### src/rtl/serial_arith_pkg.sv
// Shared types and helpers for the bit-serial arithmetic controllers.
package serial_arith_pkg;

    typedef enum logic {
        ST_IDLE = 1'b0,
        ST_RUN  = 1'b1
    } state_t;

    // Bits needed to count 0..w-1; never narrower than one bit.
    function automatic int count_width(input int w);
        return (w < 2) ? 1 : $clog2(w);
    endfunction

endpackage

### src/rtl/serial_adder_ctrl_faob.sv
// One-bit full-adder cell, purely combinational.
module FAOB (
    input  logic A,
    input  logic B,
    input  logic Cin,
    output logic Q,
    output logic Cout
);

    assign Q    = A ^ B ^ Cin;
    assign Cout = (A & B) | (Cin & (A ^ B));

endmodule

### src/rtl/serial_adder_ctrl.sv
// Bit-serial WIDTH-bit adder: operands go LSB-first through one FAOB cell,
// the carry rides in a flop, and the parallel result is posted with a DONE pulse.
//
// state   | meaning
// ST_IDLE | waiting for START; result registers hold the last sum
// ST_RUN  | one operand bit per clock through the full-adder cell
module serial_adder_ctrl
    import serial_arith_pkg::*;
#(
    parameter int WIDTH = 8
) (
    input  logic             CLOCK_50,
    input  logic             RESET_InHigh,
    input  logic             START_In,
    input  logic [WIDTH-1:0] A_In,
    input  logic [WIDTH-1:0] B_In,
    input  logic             CIN_In,
    output logic             BUSY_Out,
    output logic             DONE_Out,
    output logic [WIDTH-1:0] SUM_Out,
    output logic             COUT_Out
);

    localparam int CW = count_width(WIDTH);
    localparam logic [CW-1:0] LAST_CNT = CW'(WIDTH - 1);

    state_t           state_q, state_d;
    logic [CW-1:0]    count_q, count_d;
    logic             carry_q, carry_d;
    logic [WIDTH-1:0] a_sh_q, a_sh_d;
    logic [WIDTH-1:0] b_sh_q, b_sh_d;
    // Only the upper WIDTH-1 sum bits need storing; the newest bit comes from the cell.
    logic [WIDTH-2:0] s_sh_q, s_sh_d;
    logic [WIDTH-1:0] sum_q, sum_d;
    logic             cout_q, cout_d;
    logic             done_q, done_d;

    logic             fa_q;
    logic             fa_cout;
    logic [WIDTH-1:0] sum_nxt;

    FAOB u_faob (
        .A    (a_sh_q[0]),
        .B    (b_sh_q[0]),
        .Cin  (carry_q),
        .Q    (fa_q),
        .Cout (fa_cout)
    );

    assign sum_nxt = {fa_q, s_sh_q};

    always_comb begin
        state_d = state_q;
        count_d = count_q;
        carry_d = carry_q;
        a_sh_d  = a_sh_q;
        b_sh_d  = b_sh_q;
        s_sh_d  = s_sh_q;
        sum_d   = sum_q;
        cout_d  = cout_q;
        done_d  = 1'b0;

        case (state_q)
            ST_IDLE: begin
                if (START_In) begin
                    a_sh_d  = A_In;
                    b_sh_d  = B_In;
                    carry_d = CIN_In;
                    count_d = '0;
                    state_d = ST_RUN;
                end
            end
            ST_RUN: begin
                a_sh_d  = a_sh_q >> 1;
                b_sh_d  = b_sh_q >> 1;
                s_sh_d  = sum_nxt[WIDTH-1:1];
                carry_d = fa_cout;
                count_d = count_q + CW'(1);
                if (count_q == LAST_CNT) begin
                    sum_d   = sum_nxt;
                    cout_d  = fa_cout;
                    done_d  = 1'b1;
                    count_d = '0;
                    state_d = ST_IDLE;
                end
            end
            default: state_d = ST_IDLE;
        endcase
    end

    always_ff @(posedge CLOCK_50) begin
        if (RESET_InHigh) begin
            state_q <= ST_IDLE;
            count_q <= '0;
            carry_q <= 1'b0;
            a_sh_q  <= '0;
            b_sh_q  <= '0;
            s_sh_q  <= '0;
            sum_q   <= '0;
            cout_q  <= 1'b0;
            done_q  <= 1'b0;
        end else begin
            state_q <= state_d;
            count_q <= count_d;
            carry_q <= carry_d;
            a_sh_q  <= a_sh_d;
            b_sh_q  <= b_sh_d;
            s_sh_q  <= s_sh_d;
            sum_q   <= sum_d;
            cout_q  <= cout_d;
            done_q  <= done_d;
        end
    end

    assign BUSY_Out = (state_q == ST_RUN);
    assign DONE_Out = done_q;
    assign SUM_Out  = sum_q;
    assign COUT_Out = cout_q;

endmodule

### config.mk
export PLATFORM = sky130hd
export DESIGN_NAME = serial_adder_ctrl
export DESIGN_NICKNAME = d
export VERILOG_FILES = /design/src/rtl/serial_arith_pkg.sv /design/src/rtl/serial_adder_ctrl_faob.sv /design/src/rtl/serial_adder_ctrl.sv
export SDC_FILE = /design/constraint.sdc
export NUM_CORES = 1
export LEC_CHECK = 0
export BUFFER_PORTS_ARGS = -buffer_cell sky130_fd_sc_hd__buf_2
export CAP_MARGIN = 20
export CORE_UTILIZATION = 61
export CTS_BUF_LIST = sky130_fd_sc_hd__clkbuf_8
export DETAILED_ROUTE_END_ITERATION = 10
export PLACE_DENSITY = 0.95
export SETUP_SLACK_MARGIN = 0.05
export SLEW_MARGIN = 20
export SYNTH_ARGS = -nofsm -noshare
export SYNTH_HDL_FRONTEND = slang
export SYNTH_SLANG_ARGS = --single-unit
### constraint.sdc
create_clock -name CLOCK_50 -period 2.21 [get_ports CLOCK_50]
set_clock_uncertainty 0.1 [all_clocks]
set_input_delay 0.3315 -clock CLOCK_50 [delete_from_list [all_inputs] [get_ports CLOCK_50]]
set_output_delay 0.3315 -clock CLOCK_50 [all_outputs]
set_load 0.05 [all_outputs]
After elaboration in Yosys (flattened, before gate mapping)
Index checks and enable logic that the tools add are counted.
- flip-flop bits (word level): 38
- latch bits: 0
- memory bits (writable): 0
- memory bits (read-only): 0
- bits of input ports: 20
- output and inout bits: 11
- memories: 0
- add/subtract/negate cells: 1
- $mul: 0
- divide/modulo/power cells: 0
- $lt $le $gt $ge: 0
- equal/unequal tests: 2
- shift-type cells: 0
- muxes and demuxes: 13
- bitwise gates (word level): 6
- reductions and logical operators: 2
- operators by type and width (cell ; count):
    $pmux 8 s2 ; 2
    $mux 8 ; 2
    $mux 3 ; 2
    $pmux 3 s2 ; 1
    $mux 1 ; 4
    $pmux 1 s2 ; 2
    $add 3x1->3 const B ; 1
    $eq 3x3->1 const B ; 1
    $and 1x1->1 ; 2
    $ne 2x2->1 const B ; 1
    $reduce_and 2->1 ; 1
    $reduce_or 2->1 ; 1
    $xor 1x1->1 ; 2
    $not 1->1 ; 1
    $or 1x1->1 ; 1

Logic depth before layout (Yosys ltp)
Gate-level depths: netlist of run 1.
- depth after elaboration: 4
- depth in mapped cells: 6

Hierarchy
Synthesis of run 1 repeated with hierarchy kept, for this count alone.
- cells, all modules: 160
- area total of the unflattened synthesis: 1644.1 µm²
- modules (own cells, without submodules) (module ; times used ; cells each ; area each (µm²) ; seq. area each (µm²)):
    serial_adder_ctrl ; 1 ; 159 ; 1624.1 ; 760.7
    FAOB ; 1 ; 1 ; 20.0 ; 0.0

Worst setup path after synthesis of run 1
No wires, ideal clock.
- path type: reg-to-reg
- start: reg state_q (netlist: BUSY_Out)
- end: reg s_sh_q[2]
- library setup time: 0.128 ns
- arrival time: 1.275 ns
- slack: 0.707 ns
- cell stages (with the launch flop): 5
- buffers on the path: 2
- period minus slack after synthesis: 1.503 ns
- cells stage by stage: dfxtp_1 -> buf_6 -> buf_4 -> mux2i_1 -> nor2_1
- RTL lines (what ; line ; RTL):
    start, declared ; serial_adder_ctrl.sv:27 ; state_t state_q, state_d;
    start signal, assigned ; serial_adder_ctrl.sv:103 ; state_q <= state_d;
    end signal, assigned ; serial_adder_ctrl.sv:108 ; s_sh_q <= s_sh_d;
    end, declared ; serial_adder_ctrl.sv:33 ; logic [WIDTH-2:0] s_sh_q, s_sh_d;

Final worst setup path of run 1
- start: reg state_q (netlist: BUSY_Out)
- end: out BUSY_Out
- RTL lines (what ; line ; RTL):
    end, declared ; serial_adder_ctrl.sv:18 ; output logic BUSY_Out,
No word-level cell between the ends.

==> flow_metrics.env, run 1 <==
export IMPL_critPathLaunchType="flop"
export IMPL_cts_root_buf="clkbuf_8"
export IMPL_grt_max_degree=39
export IMPL_clock_path_buffers=2
export IMPL_drt_total_wl_mm=3.16
export IMPL_core_um2=2520
export IMPL_io_buffer_count=30
export IMPL_nFillCells=201
export IMPL_gp_congestion=0.692
export IMPL_async_flop_share_pct=0
export IMPL_layout_min_cycle_time_ns=1.87
export IMPL_p_leak_nw=0.818
export IMPL_yosys_top_cells_area="dfxtp_1 46%, mux2i_1 15%, a211oi_1 7.3%"
export IMPL_crit_type="reg -> out"
export IMPL_setup_violations=0
export IMPL_clock_sinks=38
export IMPL_ys_types=20
export IMPL_vias_per_cell=5.62
export IMPL_internal_power_w=0.00103
export IMPL_yosysMostFrequentCell="dfxtp_1"
export IMPL_rsz0062_at_grt="false"
export IMPL_drt_iter0_markers=22
export IMPL_status="finished clean"
export IMPL_cp_top_family="flip-flops"
export IMPL_ctsResizeCount=0
export IMPL_worst_setup_path_end_kind="output port"
export IMPL_maxCapViolCount=0
export IMPL_synth_edf_count=0
export IMPL_ant_nets=0
export IMPL_initial_core_util_pct=65.2
export IMPL_grt_pass1_wl_mm=4.89
export IMPL_slew_viol_final=0
export IMPL_powerDensity_nw_per_um2=742
export IMPL_dr_pass1_iters=4
export IMPL_hp_class="in -> reg"
export IMPL_synth_seq_cells=38
export IMPL_worstPathBufferInverterCount=1
export IMPL_synth_area_leader_cell="dfxtp_1"
export IMPL_pin_count=31
export IMPL_p_comb_share_pct=10.2
export IMPL_yosysSeqAreaShare_pct=46.3
export IMPL_crit_fanout=25
export IMPL_final_area_um2=1860
export IMPL_crit_arrival_ns=1.44
export IMPL_cts_setup_buffers=0
export IMPL_drive_above_1_share_pct=26.9
export IMPL_synth_flop_cell="dfxtp_1"
export IMPL_dp_hpwl_mm=2.17
export IMPL_period_share_pct=84.5
export IMPL_antenna_found_initial=0
export IMPL_netlist_area_leader_share_pct=46.3
export IMPL_die_x_um=53.9
export IMPL_cts_htree_levels=2
export IMPL_fmax_mhz=536
export IMPL_cts_buffers=5
export IMPL_remaining_drc_errors=0
export IMPL_peakVddDrop_v=0.000670
export IMPL_max_slew_margin_pct=55.6
export IMPL_worst_pin_slew_ns=0.665
export IMPL_die_area_um2=2910
export IMPL_required_ns=1.78
export IMPL_syn_area_um2=1640
export IMPL_grt_pass1_vias=1062
export IMPL_p_seq_share_pct=53.9
export IMPL_netSwitchingFraction_pct=25.2
export IMPL_fp_row_count=18
export IMPL_path_clk_slew_ns=0.08
export IMPL_finalHoldViolCount=0
export IMPL_cts_tree="built"
export IMPL_grtUsageTotal_pct=24.7
export IMPL_yosys_top_cells_count="38 x dfxtp_1, 24 x mux2i_1, 16 x a211oi_1, 15 x nor2b_1, 12 x a21oi_1"
export IMPL_avgSynthCellArea_um2=10.3
export IMPL_holdWs_ns=0.252
export IMPL_tns_ns=0
export IMPL_dr_total_vias=1214
export IMPL_worst_path_max_delay_cell="dfxtp_1"
export IMPL_insertion_delay_ns=0.29
export IMPL_die_h_um=53.9
export IMPL_crit_chain="buf_2"
export IMPL_nNetsFinal=209
export IMPL_yosysWarnings=0
export IMPL_holdBufCountCts=0
export IMPL_slowest_delay_ns=0.75
export IMPL_synth_fp_nets=184
export IMPL_place_area_um2=1760
export IMPL_grt_overflow_total=0
export IMPL_synthCells=160
export IMPL_diodes=0
export IMPL_power_frac_clock_pct=35.9
export IMPL_p_sw_w=0.000347
export IMPL_areaGrowthSynthToFinish_pct=13.1
export IMPL_wl_per_cell_um=14.6
-- worst paths after layout --
kind                  start         end  slack (ns)  cells past startpoint
hold / removal      B_In[7]   b_sh_q[7]        0.25                      3
setup reg to reg   BUSY_Out   a_sh_q[6]        0.47                      2
hold reg to reg   s_sh_q[0]  SUM_Out[0]        0.38                      2
setup / recovery   BUSY_Out    BUSY_Out        0.34                      1
-- cell type report --
type,count,area [um2],area share (%)
clock buffer,6,82.6,4.44
clock inverter,2,12.5,0.673
inverter,1,3.75,0.202
multi-input combinational,107,797,42.9
sequential,38,761,40.9
tap,30,37.5,2.02
timing repair buffer,32,165,8.88
-- through the flow --
stage               std cells  utilization [%]  power, W  setup slack [ns]
floorplan                 160                -  0.000859             0.707
global placement          208             69.9  0.000886             0.662
detailed placement        208             69.9  0.000898             0.506
CTS                       216             73.7   0.00139             0.355
global route              216             73.7   0.00143             0.275
finish                    216             73.7   0.00138             0.343
-- cells by family (layout without fill, tap and decap cells) --
group / count (synthesis) / count (layout) / share of synthesized area [%]
multiplexers: 24 / 24 / 14.6
flip-flops: 38 / 38 / 46.3
adder cells (fa/ha/maj): 4 / 4 / 3.50
buffers and inverters: 15 / 41 / 5.25
AND/OR/NAND/NOR: 42 / 42 / 13.9
AO/OA/AOI/OAI: 37 / 37 / 16.4
-- metal layers --
metal | track usage (%) | part of all wire [%] | wire length [um] | vias to the layer above
met5 | 0 | 0 | 0 | -
met1 | 28.2 | 45 | 1430 | 571
met2 | 42.0 | 50 | 1570 | 23
li1 | - | - | - | 614
met3 | 8.47 | 4.0 | 128 | 6
met4 | 9.21 | 1.2 | 39 | 0
-- layout by cell type, fill, tap and decap left out, types with 2 or more instances in the layout --
| cell type | instances |
|---|---|
| dfxtp_1 | 38 |
| buf_2 | 30 |
| mux2i_1 | 24 |
| a211oi_1 | 16 |
| nor2b_1 | 15 |
| a21oi_1 | 12 |
| nand3_1 | 9 |
| a21bo_2 | 9 |
| nor2_1 | 9 |
| clkbuf_8 | 6 |
| nand2_1 | 3 |
| or3b_1 | 3 |
| ha_1 | 3 |
| nor3_1 | 2 |
| buf_4 | 2 |
-- flip-flops by register name (all words and copies together), names as in the netlist --
name	flops
BUSY_Out	1
COUT_Out	1
DONE_Out	1
SUM_Out	8
a_sh_q	8
b_sh_q	8
carry_q	1
count_q	3
s_sh_q	7
-- power groups by stage --
stage          clock network (W)  logic [W]  registers (W)
3_5_place_dp                   0   0.000140       0.000758
2_1_floorplan                  0   0.000108       0.000752
3_3_place_gp                   0   0.000131       0.000755
4_1_cts                 0.000503   0.000141       0.000742
6_report                0.000495   0.000141       0.000743
5_1_grt                 0.000534   0.000153       0.000747
Power figures use the tool's default switching activity.
==> run 2: changes to the inputs <==
- CORE_UTILIZATION: 61 -> 56
- PLACE_DENSITY: 0.95 -> 0.91
- clock period: 2.21 -> 1.9 ns (I/O delays scaled with it)
==> run 2 against run 1 <==
Final cell count rose by 0.93%. Die area rose by 8.6%. Setup slack got worse by 0.18 ns. First-iteration DRC count rose by 27%. Critical path type unchanged.
==> flow_metrics.env, run 2 (same netlist as run 1, synthesis figures left out) <==
export IMPL_status="finished clean"
export IMPL_postLayoutSetupSlackWorst_ns=0.162
export IMPL_final_cells=218
export IMPL_gp_congestion=0.713
export IMPL_io_buffer_count=30
export IMPL_cts_buffers=5
export IMPL_dr_pass1_iters=4
export IMPL_holdBufCountCts=0
export IMPL_diodes=0
export IMPL_remaining_drc_errors=0
export IMPL_rsz0062_at_grt="false"
export IMPL_slew_viol_final=0
export IMPL_clock_sinks=38
export IMPL_cts_setup_buffers=0
export IMPL_dr_total_vias=1194
export IMPL_cts_tree="built"
export IMPL_nNetsFinal=210
export IMPL_cts_root_buf="clkbuf_8"
export IMPL_clock_path_buffers=2
export IMPL_crit_type="reg -> out"
export IMPL_hp_class="in -> reg"
export IMPL_grt_busiest_layer="met2"
export IMPL_crit_fanout=22
export IMPL_final_cell_mix="38 x dfxtp_1, 30 x buf_2, 24 x mux2i_1, 16 x a211oi_1, 15 x nor2b_1"
export IMPL_grt_pass1_vias=1120
export IMPL_nFillCells=214
export IMPL_worst_setup_path_end_kind="output port"
export IMPL_peakVddDrop_v=0.000719
export IMPL_wl_per_cell_um=13.3
export IMPL_critPathLaunchType="flop"
export IMPL_finalHoldViolCount=0
export IMPL_cp_top_family="flip-flops"
export IMPL_worstHoldEndpoint="b_sh_q[7]"
export IMPL_die_x_um=56.2
export IMPL_fp_row_count=19
export IMPL_place_area_um2=1770
export IMPL_antenna_found_initial=0
export IMPL_initial_core_util_pct=59.6
export IMPL_hold_start="B_In[7]"
export IMPL_place_inst=210
export IMPL_crit_arrival_ns=1.35
export IMPL_worst_path_max_delay_cell="dfxtp_1"
export IMPL_grt_max_degree=39
export IMPL_worst_pin_slew_ns=0.652
export IMPL_grt_overflow_total=0
export IMPL_layout_min_cycle_time_ns=1.74
export IMPL_powerDensity_nw_per_um2=839
export IMPL_max_slew_margin_pct=56.5
export IMPL_vias_per_cell=5.48
export IMPL_ctsResizeCount=0
export IMPL_min_path_cells=3
export IMPL_worstPathBufferInverterCount=1
export IMPL_grt_pass1_wl_mm=4.89
export IMPL_areaGrowthSynthToFinish_pct=13.4
export IMPL_drt_iter0_markers=28
export IMPL_drive_above_1_share_pct=26.7
export IMPL_p_leak_nw=0.828
export IMPL_grtUsageTotal_pct=19.6
export IMPL_core_um2=2760
export IMPL_maxCapViolCount=0
export IMPL_die_area_um2=3160
export IMPL_fmax_mhz=575
export IMPL_die_h_um=56.2
export IMPL_crit_chain="buf_2"
export IMPL_rr_endpoint="carry_q"
export IMPL_holdWs_ns=0.242
export IMPL_r2r_start="BUSY_Out"
export IMPL_reg2regPathDepth=2
export IMPL_pin_count=31
export IMPL_met1_usage_pct=24.7
export IMPL_final_common_cell="dfxtp_1"
export IMPL_setup_violations=0
export IMPL_rrSetupSlack_ns=0.27
export IMPL_pre_cts_slack_ns=0.269
export IMPL_grt_util_met3_pct=5.58
export IMPL_grt_use_met2_pct=32.3
export IMPL_cts_htree_levels=2
export IMPL_drt_total_wl_mm=2.91
export IMPL_final_area_um2=1860
export IMPL_period_share_pct=91.5
export IMPL_tns_ns=0
export IMPL_insertion_delay_ns=0.28
export IMPL_required_ns=1.51
export IMPL_cp_num_cells=1
export IMPL_ant_nets=0
export IMPL_path_clk_slew_ns=0.07
export IMPL_slowest_delay_ns=0.70
## run 2: cell count changes in the layout (fill, tap and decap cells not counted), sizes merged
cell / change
buf: +1
inv: +1
clkinvlp: -1
## run 2: how the worst max path moves through the flow
stage	start	end
floorplan	BUSY_Out	s_sh_q[2]
global placement	count_q[0]	SUM_Out[1]
detailed placement	count_q[0]	SUM_Out[6]
CTS	BUSY_Out	BUSY_Out
global route	BUSY_Out	BUSY_Out
finish	BUSY_Out	BUSY_Out
## run 2: metrics by stage
stage | util [%] | power [W]
CTS | 67.6 | 0.00158
floorplan | - | 0.000999
finish | 67.6 | 0.00156
global placement | 64.3 | 0.00103
detailed placement | 64.3 | 0.00104
global route | 67.6 | 0.00164
## run 2: tightest hold or removal path: cells and delay by family
kind,cells,cell delay [ns]
and+or+nand+nor,1,0.14
muxes,1,0.06
buffers and inverters,1,0.08
## run 2: layout make-up
class / count / area, um2 / share of cell area (%)
Sequential cell: 38 / 761 / 40.8
Timing Repair Buffer: 33 / 173 / 9.26
Clock inverter: 2 / 8.76 / 0.470
Clock buffer: 6 / 82.6 / 4.43
Multi-Input combinational cell: 107 / 797 / 42.8
Tap cell: 31 / 38.8 / 2.08
Inverter: 1 / 3.75 / 0.201
## run 2: routing by layer
metal / vias up / part of all wire [%]
met4: 0 / 0.45
li1: 618 / -
met2: 19 / 51
met1: 555 / 44
met5: - / 0
met3: 2 / 4.2
## run 2: report_power, final
group          switching (W)  internal (W)  leakage [nW]  total [W]
Sequential         0.0000282      0.000834         0.311   0.000862
Combinational      0.0000853     0.0000769         0.465   0.000162
Clock               0.000253      0.000287        0.0524   0.000540
